<file path="config.mk">
export PLATFORM = sky130hd
export DESIGN_NAME = fetch_prefetch_flat
export DESIGN_NICKNAME = d
export VERILOG_FILES = /design/src/rtl/fetch_prefetch_if.sv /design/src/rtl/fetch_prefetch.sv /design/src/flat_wrapper.sv
export SDC_FILE = /design/constraint.sdc
export NUM_CORES = 1
export LEC_CHECK = 0
export BUFFER_PORTS_ARGS = -buffer_cell sky130_fd_sc_hd__buf_2
export CORE_MARGIN = 2
export CORE_UTILIZATION = 50
export DETAILED_ROUTE_END_ITERATION = 12
export GPL_TIMING_DRIVEN = 0
export PLACE_DENSITY = 0.68
export SYNTH_ARGS = -nofsm -noshare
export SYNTH_HDL_FRONTEND = slang
export SYNTH_SLANG_ARGS = --single-unit
</file>
<file path="constraint.sdc">
create_clock -name clk -period 7.7 [get_ports clk]
set_input_delay 1.925 -clock clk [delete_from_list [all_inputs] [get_ports clk]]
set_output_delay 1.925 -clock clk [all_outputs]
set_load 0.02 [all_outputs]
</file>
<file path="src/rtl/fetch_prefetch_if.sv">
// Fetch-stage bus bundle: instruction-memory request/response plus decode-side output.
// master = fetch stage (drives requests and the buffered instruction stream).
// slave  = memory + decode side (drives responses and the consumer ready).
interface fetch_prefetch_if #(
  parameter int ADDR_W = 16,
  parameter int DATA_W = 16
);
  // Instruction memory: request held until mem_done, error qualified by mem_done
  logic              mem_rd;
  logic [ADDR_W-1:0] mem_addr;
  logic              mem_done;
  logic [DATA_W-1:0] mem_data;
  logic              mem_err;

  // Prefetch buffer head towards decode: valid/ready
  logic              out_valid;
  logic              out_ready;
  logic [DATA_W-1:0] out_instr;
  logic [ADDR_W-1:0] out_pc;
  logic [ADDR_W-1:0] out_pc_next;
  logic              out_err;

  modport master (
    output mem_rd, mem_addr,
    input  mem_done, mem_data, mem_err,
    output out_valid, out_instr, out_pc, out_pc_next, out_err,
    input  out_ready
  );

  modport slave (
    input  mem_rd, mem_addr,
    output mem_done, mem_data, mem_err,
    input  out_valid, out_instr, out_pc, out_pc_next, out_err,
    output out_ready
  );
endinterface

</file>
<file path="src/rtl/fetch_prefetch.sv">
// Fetch stage: owns the PC, issues reads to a stalling imem, buffers replies in a DEPTH-entry FIFO.
// Latency: redirect at t -> request at t+1; mem_done at d -> out_valid at d+1 (never combinational).
// Backpressure: a request issues only with a FIFO slot reserved; consumer pops on out_valid&out_ready.
// Optional build macro FETCH_PERF_EN adds saturating stall-cycle and flush counters.
module fetch_prefetch #(
  parameter int              ADDR_W   = 16,
  parameter int              DATA_W   = 16,
  parameter int              DEPTH    = 4,
  parameter int              INC      = 2,
  parameter logic [ADDR_W-1:0] RESET_PC = '0
) (
  input  logic                 clk,
  input  logic                 rst,
  input  logic                 halt,
  input  logic                 redirect_valid,
  input  logic [ADDR_W-1:0]    redirect_pc,
  fetch_prefetch_if.master     bus,
  output logic                 halted
`ifdef FETCH_PERF_EN
  ,
  output logic [31:0]          perf_stall_cyc,
  output logic [15:0]          perf_flush_cnt
`endif
);

  localparam int                PTR_W   = (DEPTH > 1) ? $clog2(DEPTH) : 1;
  localparam int                CNT_W   = PTR_W + 1;
  localparam logic [CNT_W-1:0]  DEPTH_C = CNT_W'(DEPTH);
  localparam logic [ADDR_W-1:0] INC_C   = ADDR_W'(INC);
  localparam logic [PTR_W-1:0]  PTR_ONE = PTR_W'(1);

  typedef struct packed {
    logic [ADDR_W-1:0] pc;
    logic [DATA_W-1:0] instr;
    logic              err;
  } entry_t;

  typedef enum logic [1:0] {
    IDLE   = 2'd0,
    REQ    = 2'd1,
    DROP   = 2'd2,
    HALTED = 2'd3
  } state_t;

  state_t            state_q, state_d;
  logic [ADDR_W-1:0] pc_q, pc_d;
  logic [ADDR_W-1:0] drop_addr_q, drop_addr_d;
  logic              halt_seen_q, halt_seen_d;

  entry_t            buf_q [DEPTH];
  logic [PTR_W-1:0]  wr_ptr_q, wr_ptr_d;
  logic [PTR_W-1:0]  rd_ptr_q, rd_ptr_d;
  logic [CNT_W-1:0]  count_q, count_d;

  logic              redir_acc;
  logic              halt_now;
  logic              push;
  logic              pop;
  logic              flush;
  logic              head_vld;
  logic              space_ok;
  logic              rd_active;
  logic [CNT_W-1:0]  count_after;
  entry_t            push_dat;
  entry_t            head;

  // Redirect is ignored once halted; a same-cycle halt already blocks new requests.
  assign redir_acc   = redirect_valid && (state_q != HALTED);
  assign halt_now    = halt_seen_q || halt;
  assign head_vld    = (count_q != '0);
  // A response that coincides with an accepted redirect belongs to the old stream.
  assign push        = (state_q == REQ) && bus.mem_done && !redir_acc;
  // Flush wins over a same-cycle pop.
  assign pop         = head_vld && bus.out_ready && !redir_acc;
  assign count_after = count_q + CNT_W'(push) - CNT_W'(pop);
  // Space for the next request must already exist once this cycle's push/pop settle.
  assign space_ok    = (count_after < DEPTH_C);
  assign rd_active   = (state_q == REQ) || (state_q == DROP);

  always_comb begin
    push_dat       = '0;
    push_dat.pc    = pc_q;
    push_dat.instr = bus.mem_data;
    push_dat.err   = bus.mem_err;
  end

  // Fetch FSM: next state, PC, address held for a discarded request, halt latch
  always_comb begin
    state_d     = state_q;
    pc_d        = pc_q;
    drop_addr_d = drop_addr_q;
    halt_seen_d = halt_seen_q || halt;
    flush       = 1'b0;
    case (state_q)
      IDLE: begin
        if (redir_acc) begin
          flush   = 1'b1;
          pc_d    = redirect_pc;
          state_d = halt_now ? HALTED : REQ;
        end else if (halt_now) begin
          state_d = HALTED;
        end else if (count_q < DEPTH_C) begin
          state_d = REQ;
        end
      end
      REQ: begin
        if (redir_acc) begin
          flush = 1'b1;
          pc_d  = redirect_pc;
          if (bus.mem_done) begin
            // Response dropped; the new stream starts right away.
            state_d = halt_now ? HALTED : REQ;
          end else begin
            // Bus must keep the old address until the memory answers.
            drop_addr_d = pc_q;
            state_d     = DROP;
          end
        end else if (bus.mem_done) begin
          pc_d = pc_q + INC_C;
          if (halt_now || bus.mem_err) begin
            state_d = HALTED;
          end else begin
            state_d = space_ok ? REQ : IDLE;
          end
        end
      end
      DROP: begin
        if (redir_acc) begin
          pc_d = redirect_pc;
        end
        if (bus.mem_done) begin
          if (halt_now) begin
            state_d = HALTED;
          end else begin
            state_d = space_ok ? REQ : IDLE;
          end
        end
      end
      default: begin
        state_d = HALTED;
      end
    endcase
  end

  // Prefetch FIFO pointers and occupancy; a flush empties it in one cycle
  always_comb begin
    wr_ptr_d = wr_ptr_q;
    rd_ptr_d = rd_ptr_q;
    count_d  = count_q;
    if (flush) begin
      wr_ptr_d = '0;
      rd_ptr_d = '0;
      count_d  = '0;
    end else begin
      if (push) begin
        wr_ptr_d = wr_ptr_q + PTR_ONE;
      end
      if (pop) begin
        rd_ptr_d = rd_ptr_q + PTR_ONE;
      end
      count_d = count_after;
    end
  end

  // State, PC and FIFO control registers
  always_ff @(posedge clk or negedge rst) begin
    if (!rst) begin
      state_q     <= IDLE;
      pc_q        <= RESET_PC;
      drop_addr_q <= '0;
      halt_seen_q <= 1'b0;
      wr_ptr_q    <= '0;
      rd_ptr_q    <= '0;
      count_q     <= '0;
    end else begin
      state_q     <= state_d;
      pc_q        <= pc_d;
      drop_addr_q <= drop_addr_d;
      halt_seen_q <= halt_seen_d;
      wr_ptr_q    <= wr_ptr_d;
      rd_ptr_q    <= rd_ptr_d;
      count_q     <= count_d;
    end
  end

  // FIFO storage; written only on an accepted response
  always_ff @(posedge clk or negedge rst) begin
    if (!rst) begin
      for (int i = 0; i < DEPTH; i++) begin
        buf_q[i] <= '0;
      end
    end else if (push) begin
      buf_q[wr_ptr_q] <= push_dat;
    end
  end

  assign head = buf_q[rd_ptr_q];

  // Outputs: data fields read as zero whenever the head is not valid
  assign bus.mem_rd      = rd_active;
  assign bus.mem_addr    = (state_q == REQ)  ? pc_q :
                           (state_q == DROP) ? drop_addr_q : '0;
  assign bus.out_valid   = head_vld;
  assign bus.out_instr   = head_vld ? head.instr : '0;
  assign bus.out_pc      = head_vld ? head.pc : '0;
  assign bus.out_pc_next = head_vld ? (head.pc + INC_C) : '0;
  assign bus.out_err     = head_vld && head.err;
  assign halted          = (state_q == HALTED);

`ifdef FETCH_PERF_EN
  logic [31:0] stall_cyc_q, stall_cyc_d;
  logic [15:0] flush_cnt_q, flush_cnt_d;

  // Saturating counters: memory stall cycles and accepted redirects
  always_comb begin
    stall_cyc_d = stall_cyc_q;
    flush_cnt_d = flush_cnt_q;
    if (rd_active && !bus.mem_done && (stall_cyc_q != '1)) begin
      stall_cyc_d = stall_cyc_q + 32'd1;
    end
    if (redir_acc && (flush_cnt_q != '1)) begin
      flush_cnt_d = flush_cnt_q + 16'd1;
    end
  end

  // Performance counter registers
  always_ff @(posedge clk or negedge rst) begin
    if (!rst) begin
      stall_cyc_q <= '0;
      flush_cnt_q <= '0;
    end else begin
      stall_cyc_q <= stall_cyc_d;
      flush_cnt_q <= flush_cnt_d;
    end
  end

  assign perf_stall_cyc = stall_cyc_q;
  assign perf_flush_cnt = flush_cnt_q;
`endif

endmodule

</file>
<file path="src/flat_wrapper.sv">
// flat-port wrapper written by rule: the top's interface ports become plain ports
module fetch_prefetch_flat 
#(
  parameter int              ADDR_W   = 16,
  parameter int              DATA_W   = 16,
  parameter int              DEPTH    = 4,
  parameter int              INC      = 2,
  parameter logic [ADDR_W-1:0] RESET_PC = '0
)
  (clk, rst, halt, redirect_valid, redirect_pc, halted, bus_mem_rd, bus_mem_addr, bus_mem_done, bus_mem_data, bus_mem_err, bus_out_valid, bus_out_instr, bus_out_pc, bus_out_pc_next, bus_out_err, bus_out_ready);
  fetch_prefetch_if #(.ADDR_W(ADDR_W), .DATA_W(DATA_W)) bus_i ();
  input  logic clk;
  input  logic rst;
  input  logic halt;
  input  logic redirect_valid;
  input  logic [ADDR_W-1:0] redirect_pc;
  output logic halted;
  output wire logic [$bits(bus_i.mem_rd)-1:0] bus_mem_rd;
  output wire logic [$bits(bus_i.mem_addr)-1:0] bus_mem_addr;
  input wire logic [$bits(bus_i.mem_done)-1:0] bus_mem_done;
  input wire logic [$bits(bus_i.mem_data)-1:0] bus_mem_data;
  input wire logic [$bits(bus_i.mem_err)-1:0] bus_mem_err;
  output wire logic [$bits(bus_i.out_valid)-1:0] bus_out_valid;
  output wire logic [$bits(bus_i.out_instr)-1:0] bus_out_instr;
  output wire logic [$bits(bus_i.out_pc)-1:0] bus_out_pc;
  output wire logic [$bits(bus_i.out_pc_next)-1:0] bus_out_pc_next;
  output wire logic [$bits(bus_i.out_err)-1:0] bus_out_err;
  input wire logic [$bits(bus_i.out_ready)-1:0] bus_out_ready;
  assign bus_mem_rd = bus_i.mem_rd;
  assign bus_mem_addr = bus_i.mem_addr;
  assign bus_i.mem_done = bus_mem_done;
  assign bus_i.mem_data = bus_mem_data;
  assign bus_i.mem_err = bus_mem_err;
  assign bus_out_valid = bus_i.out_valid;
  assign bus_out_instr = bus_i.out_instr;
  assign bus_out_pc = bus_i.out_pc;
  assign bus_out_pc_next = bus_i.out_pc_next;
  assign bus_out_err = bus_i.out_err;
  assign bus_i.out_ready = bus_out_ready;
  fetch_prefetch #(.ADDR_W(ADDR_W), .DATA_W(DATA_W), .DEPTH(DEPTH), .INC(INC), .RESET_PC(RESET_PC)) u_core (.clk(clk), .rst(rst), .halt(halt), .redirect_valid(redirect_valid), .redirect_pc(redirect_pc), .bus(bus_i), .halted(halted));
endmodule
</file>
# Word level (Yosys, flattened, before mapping)
# Cells that the tools add are included.
[classes]
addsub = 6
n_lt_le_gt_ge = 5
n_eq_ne = 8
muxes = 34
n_bitwise = 3
reduce_logical = 21
[ops]
columns = ["op", "n"]
rows = [
  ["$bwmux 132", 1],
  ["$mux 16", 8],
  ["$mux 33", 3],
  ["$bmux 33 s2", 1],
  ["$demux 33 s2", 1],
  ["$add 16x2->16 const B", 2],
  ["$pmux 16 s2", 1],
  ["$mux 2", 14],
  ["$reduce_and 3->1", 3],
  ["$logic_and 1x1->1", 7],
  ["$ge 3x3->1 const B", 2],
  ["$lt 3x3->1 const B", 2],
  ["$not 2->3", 2],
  ["$pmux 2 s3", 1],
  ["$reduce_bool 2->1", 3],
  ["$add 2x1->2 const B", 2],
  ["$eq 2x2->1 const B", 2],
  ["$ne 2x2->1 const B", 2],
  ["$ne 4x1->1 const B", 1],
  ["$reduce_or 2->1", 2],
  ["$add 3x1->3", 1],
  ["$logic_or 1x1->1", 3],
  ["$lt 3x1->1 const B", 1],
  ["$mux 1", 3],
  ["9 further kinds", 9],
]
[totals]
ff_bits = 174
output_inout_bits = 68
word_cells = 96

# Longest topological paths before layout
# Gate-level depths: netlist (run 1).
[logic_depth]
depth_word = 12
ltp_mapped = 13
depth_no_buf = 12

# Worst setup path after synthesis (run 1)
# No wires, ideal clock.
[synth_timing]
kind = "in2reg"
from = "in redirect_valid"
to = "reg u_core.state_q[0]"
setup_ns = 0.134
arrival_ns = 4.066
slack_ns = 3.500
path_stages = 12
path_buffers = 1
path_cell_list = "nand2b_1 -> clkbuf_1 -> and3_1 -> ha_1 -> inv_1 -> ha_1 -> fa_1 -> xnor2_1 -> xnor2_1 -> or3_1 -> o211ai_1 -> a32oi_1"
[synth_via]
elab_chain_len = 11
elab_cells_between_ends = 18
cone_classes = "add/sub (2); order compare (1); eq/ne (2); mux (8); reduce/logical (5)"
[synth_lines]
columns = ["item", "line_no", "rtl"]
rows = [
  ["start, declared", "flat_wrapper.sv:15", "input logic redirect_valid;"],
  ["$logic_and 1x1->1 (*)", "fetch_prefetch.sv:68", "assign redir_acc = redirect_valid && (state_q != HALTED);"],
  ["$logic_not 1->1", "fetch_prefetch.sv:72, fetch_prefetch.sv:74", ""],
  ["$logic_and 1x1->1", "fetch_prefetch.sv:72", "assign push = (state_q == REQ) && bus.mem_done && !redir_acc;"],
  ["$add 3x1->3", "fetch_prefetch.sv:75", "assign count_after = count_q + CNT_W'(push) - CNT_W'(pop);"],
  ["$sub 3x1->3", "fetch_prefetch.sv:75", ""],
  ["$lt 3x3->1", "fetch_prefetch.sv:77", "assign space_ok = (count_after < DEPTH_C);"],
  ["$mux 1", "fetch_prefetch.sv:123, fetch_prefetch.sv:135", ""],
  ["$mux 2", "fetch_prefetch.sv:120", "if (halt_now || bus.mem_err) begin"],
  ["$mux 2", "fetch_prefetch.sv:118", "end else if (bus.mem_done) begin"],
  ["$mux 2", "fetch_prefetch.sv:107", "if (redir_acc) begin"],
  ["$pmux 2 s3", "fetch_prefetch.sv:94", "case (state_q)"],
  ["end signal, assigned", "fetch_prefetch.sv:176", "state_q <= state_d;"],
  ["end, declared", "fetch_prefetch.sv:45", "state_t state_q, state_d;"],
]
# Every way passes the cells marked *; elsewhere a longest branch is shown, timed or not. The select of a mux whose other input is x is not followed.
# A chain may end at the register's enable or synchronous reset.

# Worst setup path after layout (run 1)
[layout_timing]
from = "reg u_core.rd_ptr_q[1]"
to = "out bus_out_pc_next[11]"
[layout_via]
elab_chain_len = 6
[layout_lines]
columns = ["item", "line_no", "rtl"]
rows = [
  ["start, declared", "fetch_prefetch.sv:52", "logic [PTR_W-1:0] rd_ptr_q, rd_ptr_d;"],
  ["start signal, assigned", "fetch_prefetch.sv:181", "rd_ptr_q <= rd_ptr_d;"],
  ["$not 2->3 (implied by the code)", "fetch_prefetch.sv:197", "assign head = buf_q[rd_ptr_q];"],
  ["$bmux 33 s2", "fetch_prefetch.sv:197", ""],
  ["$mux 33 (implied by the code) (2 in a row)", "fetch_prefetch.sv:197", ""],
  ["$add 16x2->16", "fetch_prefetch.sv:206", "assign bus.out_pc_next = head_vld ? (head.pc + INC_C) : '0;"],
  ["$mux 16", "fetch_prefetch.sv:206", ""],
  ["end, declared", "flat_wrapper.sv:26", "output wire logic [$bits(bus_i.out_pc_next)-1:0] bus_out_pc_next;"],
]
# Every way passes these cells. The select of a mux whose other input is x is not followed.

==> results of run 1 <==
[flip-flops by register name, indices dropped and copies added (netlist names)]
register	count
u_core.pc_q	16
u_core.state_q	2
u_core.rd_ptr_q	2
u_core.wr_ptr_q	2
u_core.buf_q	132
u_core.drop_addr_q	16
u_core.count_q	3
u_core.halt_seen_q	1
[path summary, 6_finish.rpt]
kind                                  endpoint  slack (ps)  depth (start not counted)
setup / recovery           bus_out_pc_next[11]        3140                          9
min in group asynchronous    u_core.buf_q[102]        1440                          1
hold / removal                u_core.buf_q[95]         490                          2
setup reg to reg             u_core.state_q[0]        4120                         12
hold reg to reg               u_core.buf_q[95]         490                          2
max in group asynchronous       u_core.pc_q[5]        5350                          2
[cell type report]
| cell class | count | area [µm²] | area share |
|---|---|---|---|
| buffer | 53 | 259 | 0.0255 |
| sequential | 174 | 4350 | 0.429 |
| clock buffer | 27 | 523 | 0.0515 |
| tap | 225 | 282 | 0.0277 |
| clock inverter | 5 | 100 | 0.00985 |
| inverter | 13 | 48.8 | 0.00480 |
| timing repair buffer | 107 | 568 | 0.0559 |
| multi-input combinational | 432 | 4030 | 0.396 |
[worst max-delay path: stages, from the launching register on]
cell      delay (ps)
dfrtp_1          370
buf_4            170
clkbuf_4         210
mux4_1           400
ha_1             320
nand2_1          150
nor3_1           210
xnor2_1          150
nor2_1            60
buf_2            170
[per-stage QoR]
step                 util  instance area, µm²  hold slack [ps]
floorplan               -                8690              442
CTS                 0.594               10200              483
global placement    0.555                9500              455
detailed placement  0.557                9540              469
finish              0.594               10200              488
global route        0.594               10200              497
[metal layers]
metal / wire length (µm) / vias up / track usage
met4: 251 / 0 / 0.0700
met3: 859 / 23 / 0.0440
met5: 0 / - / 0
met2: 9700 / 163 / 0.371
li1: - / 2682 / -
met1: 8860 / 2942 / 0.308
[cells by family (layout without fill, tap and decap cells)]
kind of cell               Yosys count  count (layout)  share of synthesized area
muxes                              179             179                      0.278
DFF                                174             174                      0.501
and+or+nand+nor                    143             143                     0.0899
AOI/OAI and AO/OA                   81              81                     0.0595
buffers and inverters               66             205                     0.0354
xor gates and xnor gates            16              16                     0.0161
adders and majority gates           13              13                     0.0196
[power by group]
part | leakage [µW] | switching, µW | internal [µW]
registers | 0.00218 | 217 | 1310
clock network | 0.000308 | 339 | 562
logic | 0.00224 | 1360 | 1070
[cells in the final DEF, fill, tap and decap left out, types with 3 or more instances in the layout]
cell,n
nor4_2,3
clkbuf_1,26
clkbuf_16,17
buf_2,122
mux2_2,143
or3_1,3
bufinv_16,3
xor2_1,4
a21oi_1,25
nand2_1,32
dfrtp_1,174
and2_1,32
nand2b_1,3
nand3_1,10
nor2b_1,4
xnor2_1,12
a22o_1,17
o22ai_1,8
nor2_1,32
mux4_1,9
ha_1,12
inv_1,13
buf_1,6
nor3_1,6
o21ai_0,19
clkbuf_2,3
and3_1,7
mux4_2,24
clkbuf_8,6
==> flow_metrics.py, run 1 <==
metrics = {
    "outcome": {
        "status": "finished, final reports clean",
    },
    "detailed_routing": {
        "drtIter0Drc": 346,
        "dr.pass1.iters": 5,
        "drcViolationCount": 0,
        "via_per_inst": 5.61,
        "wl_um": 19700,
        "via_count": 5810,
        "avgRoutedWirePerCell_um": 19.0,
        "final_antenna_net_count": 0,
    },
    "layout": {
        "fill_cells": 1370,
        "fin_cells": 1036,
        "area_growth_pct": 16.9,
        "final_nets": 850,
        "drive_gt1_frac": 0.414,
        "diodes": 0,
    },
    "logic_synthesis": {
        "netlist_instances": 672,
        "ys.flop_type": "dfrtp_1",
        "async_flop_share": 1.00,
        "netlist_area_um2": 8690,
        "synthTopCellsByCount": "174 x dfrtp_1, 143 x mux2_2, 32 x and2_1, 32 x nand2_1, 32 x nor2_1",
        "yosysSeqAreaShare": 0.501,
        "synth_top_area_share": 0.501,
        "synth-edff-count": 0,
        "avgSynthCellArea_um2": 12.9,
        "synth_nets": 724,
        "yosysMostFrequentCell": "dfrtp_1",
        "synth.distinct_cells": 50,
        "yosysTopAreaCell": "dfrtp_1",
        "synthTopCellsByArea": "dfrtp_1 50%, mux2_2 19%, mux4_2 6.2%",
        "synth_seq_cells": 174,
        "yosysWarningCount": 0,
    },
    "sta": {
        "finClkSkew_ps": 7.02,
        "setup-tns-final_ps": 0,
        "worst_pin_slew_ps": 806,
        "period_minus_slack_ps": 4560,
        "worst_slew_margin_rel": 0.463,
        "fmax_mhz": 219,
        "layout_setup_ws_ps": 3140,
        "rsz0062_at_grt": "no",
        "drv_slew": 0,
        "setup_viol": 0,
        "period_share": 0.593,
        "finalHoldViolations": 0,
    },
    "place": {
        "dp.cells": 1004,
        "post-dp-hpwl_um": 13800,
        "preCtsSetupSlack_ps": 3210,
        "portBuffers": 106,
        "place.gp.congestion": 0.824,
    },
    "setup_path": {
        "startpoint": "u_core.rd_ptr_q[1]",
        "critical_path_class": "reg -> out",
        "worstPathArrival_ps": 2640,
        "cp-start-kind": "register",
        "crit_required_ps": 5780,
        "crit_fanout": 10,
        "cp-end-kind": "output pin",
        "r2r-start": "u_core.count_q[2]",
    },
    "cts": {
        "cts_buffer_depth": 2,
        "clkTransAtPathRegs_ps": 60,
        "ctsHoldBuffers": 0,
        "cts_repair_resize_count": 0,
        "clock_latency_ps": 430,
        "cts_tree": "done",
        "numCtsBuffers": 17,
        "h-tree-depth": 4,
        "post_cts_buffers": 0,
        "root_buffer": "clkbuf_16",
        "cts.sinks": 174,
    },
    "pwr": {
        "power_uw": 4860,
        "powerDensity_nw_per_um2": 478,
        "power_leakage_uw": 0.00473,
        "vdd_drop_max_uv": 242,
    },
    "global_route": {
        "antenna_found_initial": 0,
        "grt_pass1_wl_um": 32100,
        "grt_overflow_total": 0,
        "grt_pass1_vias": 6159,
        "grt_max_degree": 112,
        "grt_use_total": 0.226,
    },
    "hold_path": {
        "hp-start": "u_core.buf_q[95]",
        "hp-class": "reg -> reg",
    },
    "die": {
        "fp.dieW_um": 136,
        "core_area_um2": 17100,
        "dieHeight_um": 136,
        "num_rows": 48,
        "pin_count": 107,
        "start_util": 0.508,
        "dieArea_um2": 18400,
    },
    "run": {
        "max-cap-violations": 0,
    },
}
No activity file was read; power rests on OpenSTA's default activity.
==> run 2, diff against run 1 <==
--- a/config.mk
+++ b/config.mk
@@ -5,12 +5,13 @@
 export SDC_FILE = /design/constraint.sdc
 export NUM_CORES = 1
 export LEC_CHECK = 0
+export ABC_AREA = 1
 export BUFFER_PORTS_ARGS = -buffer_cell sky130_fd_sc_hd__buf_2
 export CORE_MARGIN = 2
 export CORE_UTILIZATION = 50
 export DETAILED_ROUTE_END_ITERATION = 12
 export GPL_TIMING_DRIVEN = 0
-export PLACE_DENSITY = 0.68
+export PLACE_DENSITY = 0.71
 export SYNTH_ARGS = -nofsm -noshare
 export SYNTH_HDL_FRONTEND = slang
 export SYNTH_SLANG_ARGS = --single-unit
==> constraint.sdc (replaced) <==
create_clock -name clk -period 3.93 [get_ports clk]
set_input_delay 0.9825 -clock clk [delete_from_list [all_inputs] [get_ports clk]]
set_output_delay 0.9825 -clock clk [all_outputs]
set_load 0.02 [all_outputs]
==> flow_metrics.py, run 2 <==
metrics = {
    "sta": {
        "finClkSkew_ps": 10.6,
        "period_share": 0.968,
        "fmax_mhz": 263,
        "layout_setup_ws_ps": 125,
        "setup_viol": 0,
        "worst_pin_slew_ps": 698,
        "drv_slew": 0,
        "worst_slew_margin_rel": 0.534,
        "finalHoldViolations": 0,
        "whs_ps": 486,
        "period_minus_slack_ps": 3800,
    },
    "place": {
        "post-dp-hpwl_um": 17400,
        "place.gp.congestion": 0.847,
        "portBuffers": 106,
        "preCtsSetupSlack_ps": 314,
    },
    "logic_synthesis": {
        "avgSynthCellArea_um2": 7.65,
        "yosysMostFrequentCell": "nand2_1",
        "synthTopCellsByCount": "295 x nand2_1, 174 x dfrtp_1, 140 x nor2_1, 127 x o21ai_0, 99 x o21ai_1",
        "synth.distinct_cells": 34,
        "ys.flop_type": "dfrtp_1",
        "netlist_area_um2": 8790,
        "synth_seq_cells": 174,
        "yosysSeqAreaShare": 0.495,
        "synth-edff-count": 0,
        "yosysWarningCount": 0,
        "synthTopCellsByArea": "dfrtp_1 50%, nand2_1 13%, o21ai_0 7.2%",
        "synth_top_area_share": 0.495,
        "synth_nets": 1201,
        "async_flop_share": 1.00,
        "netlist_instances": 1149,
        "yosysTopAreaCell": "dfrtp_1",
    },
    "global_route": {
        "grt_max_degree": 92,
        "antenna_found_initial": 0,
        "grt_pass1_vias": 7845,
        "grt_use_total": 0.286,
        "grt_overflow_total": 0,
        "grt_pass1_wl_um": 40600,
    },
    "hold_path": {
        "hp-class": "reg -> reg",
        "hold_depth": 2,
    },
    "setup_path": {
        "crit_required_ps": 2950,
        "cpMaxStageDelayCell": "dfrtp_2",
        "cp-end-kind": "output pin",
        "crit_chain": "inv_2 > buf_4 > nand2_1 > nand3_1 > nand2_1 > inv_1 > ha_1 > inv_1 > nor2_4 > nand2_1 > nor2_1 > nand2_1 > a22oi_1 > buf_2",
        "reg2reg_to": "u_core.state_q[0]",
        "r2r-start": "u_core.state_q[0]",
        "crit_fanout": 10,
        "path_buf_inv": 5,
        "path_delay_family": "simple AND/OR/NAND/NOR gates",
        "reg2reg_slack_ps": 710,
        "cp_common_cell": "nand2_1",
        "crit_end": "bus_out_pc_next[9]",
        "cp-start-kind": "register",
        "crit_cells": 14,
        "slowest_delay_ps": 460,
        "startpoint": "u_core.rd_ptr_q[0]",
        "r2r.worst_path.cells": 16,
        "critical_path_class": "reg -> out",
        "worstPathArrival_ps": 2820,
    },
    "die": {
        "fp.dieW_um": 137,
        "num_rows": 48,
        "pin_count": 107,
        "start_util": 0.510,
        "dieHeight_um": 137,
        "dieArea_um2": 18700,
        "core_area_um2": 17200,
    },
    "cts": {
        "cts_buffer_depth": 2,
        "cts_tree": "done",
        "post_cts_buffers": 0,
        "clock_latency_ps": 440,
        "clkTransAtPathRegs_ps": 70,
        "root_buffer": "clkbuf_16",
        "cts.sinks": 174,
        "numCtsBuffers": 17,
        "h-tree-depth": 4,
        "ctsHoldBuffers": 0,
    },
    "layout": {
        "diodes": 0,
        "final_cell_mix": "294 x nand2_1, 173 x dfrtp_1, 138 x nor2_1, 134 x buf_2, 127 x o21ai_0",
        "area_growth_pct": 17.2,
        "drive_gt1_frac": 0.150,
        "top_register": "u_core.buf_q",
        "largest_reg_flops": 132,
        "final_common_cell": "nand2_1",
        "reg_top3": "u_core.buf_q (132), u_core.drop_addr_q (16), u_core.pc_q (16)",
        "final_nets": 1327,
    },
    "detailed_routing": {
        "avgRoutedWirePerCell_um": 16.8,
        "via_per_inst": 5.48,
        "drtIter0Drc": 658,
        "final_antenna_net_count": 0,
        "drcViolationCount": 0,
        "dr.pass1.iters": 5,
        "via_count": 8286,
        "wl_um": 25400,
    },
    "pwr": {
        "powerDensity_nw_per_um2": 975,
        "p_sw_uw": 4700,
        "vdd_drop_max_uv": 444,
        "pwr-share-clk": 0.182,
        "swShare": 0.468,
        "power_frac_comb": 0.515,
        "power_uw": 10000,
        "internal-power_uw": 5350,
        "power_frac_seq": 0.303,
        "power_leakage_uw": 0.00511,
    },
    "outcome": {
        "status": "finished, final reports clean",
    },
    "run": {
        "max-cap-violations": 0,
    },
}
==> run 2: cell types whose count changed in the layout (fill, tap and decap cells not counted), sizes merged, moves of 7 or more <==
cell	before	now
inv	13	79
o21ai	19	227
a21oi	25	35
nor2	32	144
mux4	33	0
xnor2	12	0
buf	134	152
clkbuf	53	45
and2	32	0
and3	7	0
mux2	144	0
a22o	17	0
nand3	10	64
nand2	32	296
==> run 2: cell families (layout without fill, tap and decap cells) <==
family,after synthesis,count (layout),share of synthesized area
flops,174,174,0.495
fa+ha+maj,13,13,0.0194
buf+inv,149,286,0.0728
xor+xnor,5,5,0.00498
simple gates,526,526,0.242
compound gates,282,282,0.166
==> run 2: worst register-to-register path: cells and delay by family, from the launching register on <==
| family | cells | cell delay [ps] |
|---|---|---|
| AND/OR/NAND/NOR | 5 | 590 |
| AO/OA/AOI/OAI | 1 | 140 |
| XOR/XNOR | 2 | 370 |
| buffers and inverters | 4 | 430 |
| flip-flops | 1 | 410 |
| adder cells (fa/ha/maj) | 4 | 1180 |
==> run 2: repair_timing <==
action                                  4_1_cts  5_1_grt
endpoints found under the setup margin       10        3
resized for setup                             2        7
pin swaps                                     0        0
cloned                                        0        0
==> run 2: layer usage <==
metal	track usage	routed length [µm]	vias up
met5	0	0	-
met4	0.105	544	0
met3	0.0581	1720	44
met2	0.436	11800	343
met1	0.405	11300	3899
li1	-	-	4000
==> run 2: stage by stage <==
step                setup TNS [ps]   util  cells  area, µm²
detailed placement               0  0.559   1481       9640
CTS                              0  0.597   1511      10300
floorplan                        0      -   1149       8790
global route                 -25.2  0.598   1511      10300
global placement           -148980  0.557   1480       9600
finish                           0  0.598   1511      10300
==> run 2: area by class of cell <==
type / count / area [µm²]
buffer: 69 / 344
clock buffer: 21 / 480
clock inverter: 9 / 158
fill: 1583 / 6940
inverter: 80 / 300
multi-input combinational: 826 / 3810
sequential: 174 / 4360
tap: 225 / 282
timing repair buffer: 107 / 568
==> run 2: worst min path at each step <==
stage	end	from	slack [ps]
floorplan	u_core.buf_q[17]	u_core.buf_q[17]	450
global placement	u_core.buf_q[0]	u_core.buf_q[0]	470
detailed placement	u_core.buf_q[57]	u_core.buf_q[57]	470
CTS	u_core.buf_q[93]	u_core.buf_q[93]	490
global route	u_core.buf_q[82]	u_core.buf_q[82]	510
finish	u_core.buf_q[68]	u_core.buf_q[68]	490
==> run 2: power groups by stage <==
stage / logic (µW) / clock network [µW] / registers [µW]
6_report: 5170 / 1820 / 3050
5_1_grt: 5770 / 1920 / 3140
4_1_cts: 5140 / 1840 / 3030
3_5_place_dp: 5100 / 0 / 3040
3_3_place_gp: 5010 / 0 / 3020
2_1_floorplan: 3570 / 0 / 2930
==> run 3, diff against run 2 <==
--- a/config.mk
+++ b/config.mk
@@ -9,6 +9,7 @@
 export BUFFER_PORTS_ARGS = -buffer_cell sky130_fd_sc_hd__buf_2
 export CORE_MARGIN = 2
 export CORE_UTILIZATION = 50
+export CTS_BUF_LIST = sky130_fd_sc_hd__clkbuf_2 sky130_fd_sc_hd__clkbuf_4 sky130_fd_sc_hd__clkbuf_8
 export DETAILED_ROUTE_END_ITERATION = 12
 export GPL_TIMING_DRIVEN = 0
 export PLACE_DENSITY = 0.71
==> flow_metrics.py, run 3 (synthesized netlist as in run 2, its figures left out) <==
metrics = {
    "cts": {
        "cts.sinks": 174,
        "clkTransAtPathRegs_ps": 90,
        "numCtsBuffers": 17,
        "cts_tree": "done",
        "clock_latency_ps": 460,
        "cts_buffer_depth": 2,
        "ctsHoldBuffers": 0,
        "root_buffer": "clkbuf_8",
        "h-tree-depth": 4,
    },
    "pwr": {
        "power_leakage_uw": 0.00503,
        "power_frac_seq": 0.316,
        "powerDensity_nw_per_um2": 949,
        "pwr-share-clk": 0.146,
        "power_frac_comb": 0.538,
        "p_sw_uw": 4620,
        "vdd_drop_max_uv": 455,
        "power_uw": 9600,
        "swShare": 0.481,
        "internal-power_uw": 4980,
    },
    "detailed_routing": {
        "drcViolationCount": 0,
        "avgRoutedWirePerCell_um": 16.5,
        "wl_um": 25000,
        "via_per_inst": 5.42,
        "drtIter0Drc": 718,
        "via_count": 8199,
        "dr.pass1.iters": 5,
        "final_antenna_net_count": 0,
    },
    "sta": {
        "whs_ps": 477,
        "drv_slew": 0,
        "worst_pin_slew_ps": 668,
        "period_minus_slack_ps": 3800,
        "fmax_mhz": 263,
        "worst_slew_margin_rel": 0.555,
        "finalHoldViolations": 0,
        "layout_setup_ws_ps": 126,
        "setup_viol": 0,
        "finClkSkew_ps": 9.33,
        "period_share": 0.968,
    },
    "place": {
        "dp.cells": 1481,
        "preCtsSetupSlack_ps": 314,
        "place.gp.congestion": 0.847,
        "place_area_um2": 9640,
        "portBuffers": 106,
        "post-dp-hpwl_um": 17400,
    },
    "setup_path": {
        "r2r-start": "u_core.state_q[0]",
        "crit_required_ps": 2950,
        "reg2reg_to": "u_core.state_q[0]",
        "cp-end-kind": "output pin",
        "worstPathArrival_ps": 2820,
        "r2r.worst_path.cells": 16,
        "critical_path_class": "reg -> out",
        "reg2reg_slack_ps": 720,
        "crit_fanout": 10,
        "cp-start-kind": "register",
        "startpoint": "u_core.rd_ptr_q[0]",
    },
    "layout": {
        "final_common_cell": "nand2_1",
        "area_growth_pct": 15.2,
        "top_register": "u_core.buf_q",
        "largest_reg_flops": 132,
        "reg_top3": "u_core.buf_q (132), u_core.drop_addr_q (16), u_core.pc_q (16)",
        "fin_area_um2": 10100,
        "drive_gt1_frac": 0.151,
        "final_cell_mix": "294 x nand2_1, 173 x dfrtp_1, 138 x nor2_1, 134 x buf_2, 127 x o21ai_0",
        "diodes": 0,
        "fin_cells": 1512,
        "final_nets": 1328,
    },
    "run": {
        "max-cap-violations": 0,
    },
    "hold_path": {
        "hp-class": "in -> async",
    },
    "die": {
        "core_area_um2": 17200,
        "num_rows": 48,
        "dieArea_um2": 18700,
        "pin_count": 107,
        "dieHeight_um": 137,
        "start_util": 0.510,
        "fp.dieW_um": 137,
    },
    "global_route": {
        "grt_pass1_vias": 7750,
        "grt_use_total": 0.281,
        "antenna_found_initial": 0,
        "grt_pass1_wl_um": 40100,
        "grt_max_degree": 92,
        "grt_overflow_total": 0,
    },
    "outcome": {
        "status": "finished, final reports clean",
    },
}
## run 3: changes by cell type in the layout (fill, tap and decap cells not counted)
cell | before | now
inv_4 | 0 | 1
clkbuf_8 | 4 | 21
buf_6 | 1 | 2
clkbuf_16 | 17 | 0
inv_2 | 3 | 2
## run 3: worst max-delay path by stage
stage          cells past startpoint             endpoint  slack (ps)
2_1_floorplan                     16    u_core.state_q[0]         720
3_3_place_gp                       1     u_core.buf_q[72]        -870
3_5_place_dp                       6   bus_out_pc_next[0]         310
4_1_cts                           14  bus_out_pc_next[15]          30
5_1_grt                           16  bus_out_pc_next[15]         -10
6_report                          14   bus_out_pc_next[9]         130
## run 3: routing by layer
metal | part of all wire | up-vias | global-route usage | routed length, µm
met5 | 0 | - | 0 | 0
met4 | 0.017 | 0 | 0.0961 | 436
met3 | 0.065 | 33 | 0.0507 | 1620
met2 | 0.46 | 287 | 0.428 | 11400
met1 | 0.46 | 3878 | 0.406 | 11500
li1 | - | 4001 | - | -
## run 3: worst max-delay path, stage by stage (launching register included)
cell     delay (ps)
dfrtp_2         470
inv_4           120
buf_4           180
nand2_1          60
nand3_1          70
nand2_1         140
inv_1            90
ha_1            180
inv_1            80
nor2_4          170
nand2_1         100
nor2_1          240
nand2_1          90
a22oi_1         150
buf_2           190
## run 3: timing repair
action                                 4_1_cts  5_1_grt
cloned                                       0        0
setup endpoints to repair                   16        3
endpoints found under the hold margin        0        0
setup buffers                                0        1
gates resized for setup                      3        7
## run 3: power groups by stage
stage	Clock [µW]	Sequential, µW	Combinational [µW]
after global routing	1490	3130	5780
final	1400	3040	5170
after global placement	0	3020	5010
after detailed placement	0	3040	5100
after CTS	1420	3020	5130
after floorplan	0	2930	3570
## run 3: stage by stage
step,util,TNS (ps)
floorplan,-,0
global placement,0.557,-148980
detailed placement,0.559,0
CTS,0.586,0
global route,0.587,-12.2
finish,0.587,0
## run 3: cell type report
type / count / area, µm²
sequential: 174 / 4360
fill: 1609 / 7110
inverter: 80 / 303
timing repair buffer: 108 / 576
tap: 225 / 282
multi-input combinational: 826 / 3810
clock buffer: 21 / 289
clock inverter: 9 / 158
buffer: 69 / 348
